$ cat config.mk
export PLATFORM = sky130hd
export DESIGN_NAME = calc_sequencer
export DESIGN_NICKNAME = d
export VERILOG_FILES = /design/src/rtl/calc_sequencer.sv
export SDC_FILE = /design/constraint.sdc
export NUM_CORES = 1
export LEC_CHECK = 0
export CAP_MARGIN = 20
export CORE_ASPECT_RATIO = 2
export CORE_MARGIN = 2
export CORE_UTILIZATION = 41
export CTS_BUF_LIST = sky130_fd_sc_hd__clkbuf_4 sky130_fd_sc_hd__clkbuf_8
export CTS_CLUSTER_SIZE = 16
export DETAILED_ROUTE_END_ITERATION = 10
export PLACE_DENSITY = 0.67
export REMOVE_ABC_BUFFERS = 1
export SKIP_CTS_REPAIR_TIMING = 1
export SYNTH_ARGS = -nofsm -noshare
export SYNTH_HDL_FRONTEND = slang
export SYNTH_SLANG_ARGS = --single-unit
$ cat constraint.sdc
create_clock -name clk -period 3 [get_ports clk]
set_clock_uncertainty 0.1 [all_clocks]
set_input_delay 0.45 -clock clk [delete_from_list [all_inputs] [get_ports clk]]
set_output_delay 0.45 -clock clk [all_outputs]
set_load 0.05 [all_outputs]
$ cat src/rtl/calc_sequencer.sv
// Keypad calculator sequencer: BCD operand entry, ALU handshake, result display.
// Define CALC_CHAIN_EN to let an operator key in SHOW chain onto the result.
module calc_sequencer #(
    parameter int NDIG        = 4,
    parameter int ALU_TIMEOUT = 255
) (
    input  logic              clk,
    input  logic              reset,
    input  logic              key_valid,
    input  logic [3:0]        key_code,
    output logic              alu_start,
    output logic [1:0]        alu_op,
    output logic [4*NDIG-1:0] operand_a,
    output logic [4*NDIG-1:0] operand_b,
    input  logic              alu_done,
    input  logic              alu_err,
    input  logic [4*NDIG-1:0] alu_result,
    output logic [4*NDIG-1:0] display,
    output logic [2:0]        digit_count,
    output logic              error,
    output logic [2:0]        state_dbg
);

    localparam int W  = 4 * NDIG;
    localparam int CW = $clog2(ALU_TIMEOUT + 1);

    typedef enum logic [2:0] {
        ENTER_A  = 3'd0,
        OP_WAIT  = 3'd1,
        ENTER_B  = 3'd2,
        START    = 3'd3,
        WAIT_ALU = 3'd4,
        SHOW     = 3'd5,
        ERROR    = 3'd6
    } state_t;

    state_t         state, state_n;
    logic           key_prev;
    logic [W-1:0]   opa, opa_n;
    logic [W-1:0]   opb, opb_n;
    logic [W-1:0]   res, res_n;
    logic [W-1:0]   hold;
    logic [1:0]     op, op_n;
    logic [2:0]     dc, dc_n;
    logic [CW-1:0]  cnt, cnt_n;

    logic key_ev;
    logic is_digit, is_op, is_eq, is_clr;
    logic [1:0] op_code;
    logic full;

    assign key_ev = key_valid & ~key_prev;
    assign full   = (dc == 3'(NDIG));

    always_comb begin
        is_digit = 1'b0;
        is_op    = 1'b0;
        is_eq    = 1'b0;
        is_clr   = 1'b0;
        op_code  = 2'd0;
        unique case (1'b1)
            (key_code <= 4'd9): is_digit = key_ev;
            (key_code == 4'hE): is_eq    = key_ev;
            (key_code == 4'hF): is_clr   = key_ev;
            default:            is_op    = key_ev;
        endcase
        case (key_code)
            4'hA:    op_code = 2'd0;
            4'hB:    op_code = 2'd1;
            4'hC:    op_code = 2'd2;
            default: op_code = 2'd3;
        endcase
    end

    always_comb begin
        state_n = state;
        opa_n   = opa;
        opb_n   = opb;
        res_n   = res;
        op_n    = op;
        dc_n    = dc;
        cnt_n   = cnt;
        // Clear is honoured everywhere except while the ALU owns the operands.
        if (is_clr && state != WAIT_ALU) begin
            state_n = ENTER_A;
            opa_n   = '0;
            opb_n   = '0;
            res_n   = '0;
            op_n    = 2'd0;
            dc_n    = 3'd0;
        end else begin
            unique case (state)
                ENTER_A: begin
                    if (is_digit && !full) begin
                        opa_n = {opa[W-5:0], key_code};
                        dc_n  = dc + 3'd1;
                    end else if (is_op && dc != 3'd0) begin
                        op_n    = op_code;
                        dc_n    = 3'd0;
                        state_n = ENTER_B;
                    end
                end
                ENTER_B: begin
                    if (is_digit && !full) begin
                        opb_n = {opb[W-5:0], key_code};
                        dc_n  = dc + 3'd1;
                    end else if (is_op && dc == 3'd0) begin
                        op_n = op_code;
                    end else if (is_eq && dc != 3'd0) begin
                        cnt_n   = '0;
                        state_n = START;
                    end
                end
                START: begin
                    cnt_n   = cnt + 1'b1;
                    state_n = WAIT_ALU;
                end
                WAIT_ALU: begin
                    if (alu_done) begin
                        if (alu_err) begin
                            state_n = ERROR;
                        end else begin
                            res_n   = alu_result;
                            state_n = SHOW;
                        end
                    end else if (cnt >= CW'(ALU_TIMEOUT - 1)) begin
                        state_n = ERROR;
                    end else begin
                        cnt_n = cnt + 1'b1;
                    end
                end
                SHOW: begin
                    if (is_digit) begin
                        opa_n   = W'(key_code);
                        opb_n   = '0;
                        dc_n    = 3'd1;
                        state_n = ENTER_A;
                    end
`ifdef CALC_CHAIN_EN
                    else if (is_op) begin
                        opa_n   = res;
                        opb_n   = '0;
                        op_n    = op_code;
                        dc_n    = 3'd0;
                        state_n = OP_WAIT;
                    end
`endif
                end
                OP_WAIT: begin
`ifdef CALC_CHAIN_EN
                    if (is_digit) begin
                        opb_n   = W'(key_code);
                        dc_n    = 3'd1;
                        state_n = ENTER_B;
                    end else if (is_op) begin
                        op_n = op_code;
                    end
`else
                    state_n = ENTER_A;
`endif
                end
                ERROR: begin
                    state_n = ERROR;
                end
                default: begin
                    state_n = ENTER_A;
                end
            endcase
        end
    end

    always_comb begin
        display = hold;
        unique case (state)
            ENTER_A, OP_WAIT: display = opa;
            ENTER_B:          display = opb;
            SHOW:             display = res;
            ERROR:            display = '1;
            default:          display = hold;
        endcase
    end

    always_ff @(posedge clk) begin
        if (reset) begin
            state    <= ENTER_A;
            key_prev <= 1'b0;
            opa      <= '0;
            opb      <= '0;
            res      <= '0;
            hold     <= '0;
            op       <= 2'd0;
            dc       <= 3'd0;
            cnt      <= '0;
        end else begin
            state    <= state_n;
            key_prev <= key_valid;
            opa      <= opa_n;
            opb      <= opb_n;
            res      <= res_n;
            hold     <= display;
            op       <= op_n;
            dc       <= dc_n;
            cnt      <= cnt_n;
        end
    end

    assign alu_start   = (state == START);
    assign alu_op      = op;
    assign operand_a   = opa;
    assign operand_b   = opb;
    assign digit_count = dc;
    assign error       = (state == ERROR);
    assign state_dbg   = state;

endmodule

==> impl_metrics.ini, run 1 <==
[route]
detailroute.via_count = 3839
antenna_violating_nets_post_route = 0
drt_first_pass_iters = 5
routed_via_density = 5.79
routed_wire_length_per_instance_microns = 17.9
drt_iter0_markers = 265
route.detailed.drc = 0
finalWirelength_microns = 11900

[worst_setup_path]
worst_r2r_path_depth = 7
crit_buf_inv = 3
crit_path_start_kind = flop
critical-path-top-cell-by-count = buf_4
critPathTopFamily = buffers and inverters
data_required_time_of_the_worst_path_ns = 2.45
worst_path_max_delay_cell = dfxtp_1
crit_path_end_kind = primary output
crit_type = flop to primary output
crit_path_cell_chain = buf_4 > nor2b_1 > buf_4 > a21oi_1 > o221ai_1 > buf_12
crit_fanout = 15
max_stage_delay_ns = 0.63
timing.critical_path.arrival_ns = 2.19
worstSetupPathDepth = 6

[pwr]
maximum_vdd_ir_drop_mv = 0.250
power_mw = 2.11
power_per_cell_area_nw_per_um2 = 401
total_leakage_power_nw = 1.73

[global_routing]
use_met3_pct = 4.87
busiest_layer = met2
globalRouteMet2Util_pct = 41.7
wire_length_of_the_first_global_routing_pass_microns = 18700
grt-ovfl-total = 0
number_of_global_route_vias_before_repair = 3705
grt_max_degree = 54
globalRouteMet1Util_pct = 24.9
grtUsageTotal_pct = 23.3
antenna_found_initial = 0

[clock_network]
cts.root.buffer_cell = clkbuf_8
cts_sinks = 81
tritoncts = built
insertion_delay_ns = 0.36
clk_path_buf_depth = 2
clk_pin_slew_ns = 0.08
clock_tree.htree_level_count = 3
cts-buffers-inserted = 9

[synthesis]
number_of_register_bits_inferred_by_synthesis = 81
postSynthAreaPerCell_sq_um = 8.21
synthesis.area_sq_um = 3970
yosysUniqueCellTypes = 57
yosysWarningCount = 0
asyncSetResetFlopFracSynth_pct = 0
synth.yosys.seq_area_share_pct = 40.9
synthesis.instances = 483
synth_edf_count = 0
ys.flop_type = dfxtp_1

[floorplanning]
die_w_microns = 73.6
die_area_sq_um = 10500
pin_count = 83
rows = 50
initial_core_util_pct = 42.3
core_area_sq_um = 9380
die_height_microns = 143

[sta]
setup_viol = 0
max_slew.worst_pin.slew_ns = 0.763
max_freq_mhz = 365
finalHoldViolCount = 0
unrepaired_setup_endpoints_after_global_routing = false
final.period_utilization_pct = 91.4
worst_slew_margin_rel_pct = 49.0
final_critical_delay_including_setup_and_external_delays_ns = 2.74
timing_max_transition_violations_final = 0

[place]
place.gp.congestion = 0.957
placedInstanceArea_sq_um = 5080
dp.final_hpwl_microns = 8400
number_of_buffers_inserted_by_port_buffering = 82

[outcome]
status = finished, final reports clean

[finish]
design_area_sq_um = 5270
final_nets = 585
syn2layout_area_growth_pct = 32.8
antennaDiodeCount = 0
proportion_of_layout_cells_with_a_drive_suffix_above_1_pct = 11.1
fillCellCount = 908

[hold_path]
worst_hold_path.num_cells = 2
timing.hold.worst.class = flop to flop

[run]
max_cap_violations = 0
final cells by class:
type	instances	area [sq um]	share of cell area (%)
clock buffers	11	145	2.76
clock inverters	3	42.5	0.808
repair buffers	101	1140	21.6
flip-flops and latches	81	1620	30.8
inverters	10	37.5	0.713
well taps	104	130	2.47
multi-input cells	353	2150	40.9
stage by stage:
step	setup TNS (ns)	hold WS (ns)	util [%]	setup WS, ns	cells
2_1_floorplan	-34.38	0.337	-	-0.785	444
3_3_place_gp	0	0.344	54.1	0.368	649
3_5_place_dp	0	0.350	54.1	0.363	649
4_1_cts	0	0.361	56.1	0.253	663
5_1_grt	0	0.385	56.1	0.107	663
6_report	0	0.358	56.1	0.258	663
cell usage in the layout (no fill, tap or decap), types with 2 or more instances in the layout:
master	n
clkbuf_8	10
clkdlybuf4s50_1	62
nand4_1	2
nand2_1	63
nor2_1	26
nand3_1	16
inv_1	9
nor3_1	2
o211ai_1	16
o21ai_0	6
a311oi_1	2
mux2i_1	16
a211oi_1	3
a31oi_1	2
dfxtp_1	81
nor2b_1	23
xnor2_1	2
buf_12	18
nor4b_1	2
o221ai_1	17
and2_1	21
or3_1	6
ha_1	4
o21a_1	2
a22oi_1	16
o31ai_1	2
a21oi_1	57
buf_4	21
nand2b_1	19
cell usage after synthesis, types with 3 or more instances:
cell type,count,area share (%)
o211ai_1,16,3.0
a21oi_1,57,7.2
dfxtp_1,81,41
nor3_1,3,0.38
and2_1,21,3.3
nor2_1,26,2.5
nand3_1,16,2.0
inv_1,9,0.85
nand2b_1,19,3.0
o21ai_0,6,0.76
buf_2,3,0.38
nor2b_1,23,3.6
nand2_1,63,6.0
a211oi_1,3,0.57
a22oi_1,16,3.0
or3_1,6,0.95
buf_1,4,0.38
clkbuf_1,30,2.8
o221ai_1,17,3.8
mux2i_1,16,4.0
ha_1,4,1.3
cell families (layout without fill, tap and decap cells):
logic type	count (synthesis)	in the layout	share of synthesized area, %
and+or+nand+nor	192	192	24.8
AOI/OAI and AO/OA	138	138	23.3
DFF	81	81	40.9
buffers and inverters	49	125	5.02
muxes	16	16	4.04
adders and majority gates	4	4	1.26
xor gates and xnor gates	3	3	0.663
worst reg2reg max path: cells and delay by family, from the launching register on:
kind	cells	cell delay (ns)
and+or+nand+nor	3	0.84
buffers and inverters	2	0.64
muxes	1	0.25
DFF	1	0.50
AOI/OAI and AO/OA	1	0.16
worst paths after layout:
check / startpoint / to / slack (ns)
min reg2reg: res[1] / res[1] / 0.36
min: res[1] / res[1] / 0.36
max: state_dbg[1] / display[2] / 0.26
max reg2reg: state_dbg[0] / operand_b[10] / 0.38
registers in the layout, summed over array words and instances (netlist names):
register	count
digit_count	3
hold	16
alu_op	2
state_dbg	3
res	16
key_prev	1
operand_b	16
cnt	8
operand_a	16
power by group:
part | switching [mW] | internal (mW) | total [mW]
sequential | 0.0109 | 1.08 | 1.10
combinational | 0.134 | 0.0920 | 0.226
clock | 0.386 | 0.406 | 0.792
total | 0.531 | 1.58 | 2.11
routing by layer:
metal  vias up  share of wire, %
met5         -                 0
met4         0               3.6
met3        26               4.5
met2       119                55
met1      1819                37
li1       1875                 -
Note: power is estimated with default switching activity, not from simulation.
==> run 2: changes to the inputs <==
REMOVE_ABC_BUFFERS = default   (was 1)
==> run 2 against run 1 <==
  * Sequential cell count stayed put
  * Count of clock-buffer cells in the layout is 2 lower
  * First-iteration DRC count is 4.2% lower
  * Global-route usage is 0.22 points higher
  * Non-clock buffer count is 3 lower
  * Design area hardly changed
==> impl_metrics.ini, run 2 (same netlist as run 1, synthesis figures left out) <==
[clock_network]
cts.root.buffer_cell = clkbuf_8
clk_path_buf_depth = 2
tritoncts = built
clock_tree.htree_level_count = 3
insertion_delay_ns = 0.37
cts-buffers-inserted = 9
cts_sinks = 81
clk_pin_slew_ns = 0.09

[sta]
max_slew.worst_pin.slew_ns = 0.676
final_critical_delay_including_setup_and_external_delays_ns = 2.68
worst_slack_ns = 0.324
final.hold.worst_slack_ns = 0.357
unrepaired_setup_endpoints_after_global_routing = false
final.period_utilization_pct = 89.2
max_freq_mhz = 374
worst_slew_margin_rel_pct = 54.8
setup_tns_ns = 0
timing_max_transition_violations_final = 0
finalHoldViolCount = 0
setup_viol = 0

[floorplanning]
pin_count = 83
initial_core_util_pct = 42.3
die_w_microns = 73.6
die_height_microns = 143
rows = 50
core_area_sq_um = 9380
die_area_sq_um = 10500

[pwr]
maximum_vdd_ir_drop_mv = 0.258
total_leakage_power_nw = 1.72
power_per_cell_area_nw_per_um2 = 386

[place]
place.gp.congestion = 0.932
dp.final_hpwl_microns = 8670
number_of_buffers_inserted_by_port_buffering = 82
place_ws_ns = 0.0981
placed_cells_incl_taps = 646

[worst_setup_path]
crit_fanout = 31
max_stage_delay_ns = 0.39
worst_path_max_delay_cell = o221ai_1
timing.critical_path.arrival_ns = 2.13
crit_path_start_kind = flop
crit_path_cell_chain = buf_4 > nor2b_1 > buf_4 > a21oi_1 > o221ai_1 > buf_12
worst_r2r_path_depth = 6
crit_type = flop to primary output
data_required_time_of_the_worst_path_ns = 2.45
critical-path-top-cell-by-count = buf_4
crit_path_end_kind = primary output

[synthesis]
synth.net_count = 512

[route]
routed_via_density = 5.75
antenna_violating_nets_post_route = 0
finalWirelength_microns = 11900
drt_first_pass_iters = 5
drt_iter0_markers = 254
route.detailed.drc = 0
detailroute.via_count = 3806
routed_wire_length_per_instance_microns = 18.0

[global_routing]
antenna_found_initial = 0
number_of_global_route_vias_before_repair = 3527
wire_length_of_the_first_global_routing_pass_microns = 18700
grt-ovfl-total = 0
grtUsageTotal_pct = 23.5
grt_max_degree = 54

[finish]
most-common-layout-cells = dfxtp_1, nand2_1, clkdlybuf4s50_1, a21oi_1, nor2_1
antennaDiodeCount = 0
proportion_of_layout_cells_with_a_drive_suffix_above_1_pct = 12.0
final_nets = 582
fin_cells = 662
layout.cells.most_common = dfxtp_1
syn2layout_area_growth_pct = 32.9

[outcome]
status = finished, final reports clean

[run]
max_cap_violations = 0

[hold_path]
timing.hold.worst.class = flop to flop
worst_hold_path.num_cells = 2
[run 2: changes by cell type in the layout (fill, tap and decap cells not counted), moves of 2 or more]
cell / change
o221ai_1: -8
clkinv_4: +2
buf_4: -3
o221ai_2: +8
clkinv_2: +2
[run 2: final timing paths]
kind                              startpoint    endpoint  slack, ns
worst max-delay path            state_dbg[1]  display[0]       0.32
worst min-delay path               alu_op[1]   alu_op[1]       0.36
worst max register to register  state_dbg[2]      cnt[5]       0.50
worst min register to register     alu_op[1]   alu_op[1]       0.36
[run 2: worst max-delay path: cells and delay by family, from the launching register on]
kind | cells | cell delay [ns]
DFF | 1 | 0.33
and+or+nand+nor | 1 | 0.18
AOI/OAI and AO/OA | 2 | 0.50
buffers and inverters | 3 | 0.75
[run 2: cell type report]
class | instances | area [sq um]
tap | 104 | 130
sequential | 81 | 1620
clock buffer | 9 | 124
multi-input combinational | 353 | 2200
clock inverter | 7 | 47.5
timing repair buffer | 98 | 1120
inverter | 10 | 37.5
fill | 874 | 4110
[run 2: layer usage]
layer  up-vias  routed length [microns]  global-route usage, %
met1      1789                     4600                   26.2
li1       1870                        -                      -
met2       123                     6380                   41.2
met5         -                        0                      0
met3        24                      555                   5.36
met4         0                      408                   10.4
[run 2: power breakdown]
part / internal, mW / leakage [nW] / switching, mW / total, mW
clock network: 0.298 / 0.0850 / 0.417 / 0.715
logic: 0.0903 / 0.978 / 0.132 / 0.222
registers: 1.08 / 0.653 / 0.0110 / 1.10
total: 1.47 / 1.72 / 0.560 / 2.03
[run 2: per-stage QoR]
stage                     instance area (sq um)  util, %  power, mW
after global placement                     5100     54.4       1.34
after CTS                                  5270     56.2       2.05
after floorplan                            4020        -       1.24
after detailed placement                   5100     54.4       1.34
final                                      5270     56.2       2.03
after global routing                       5270     56.2       2.12
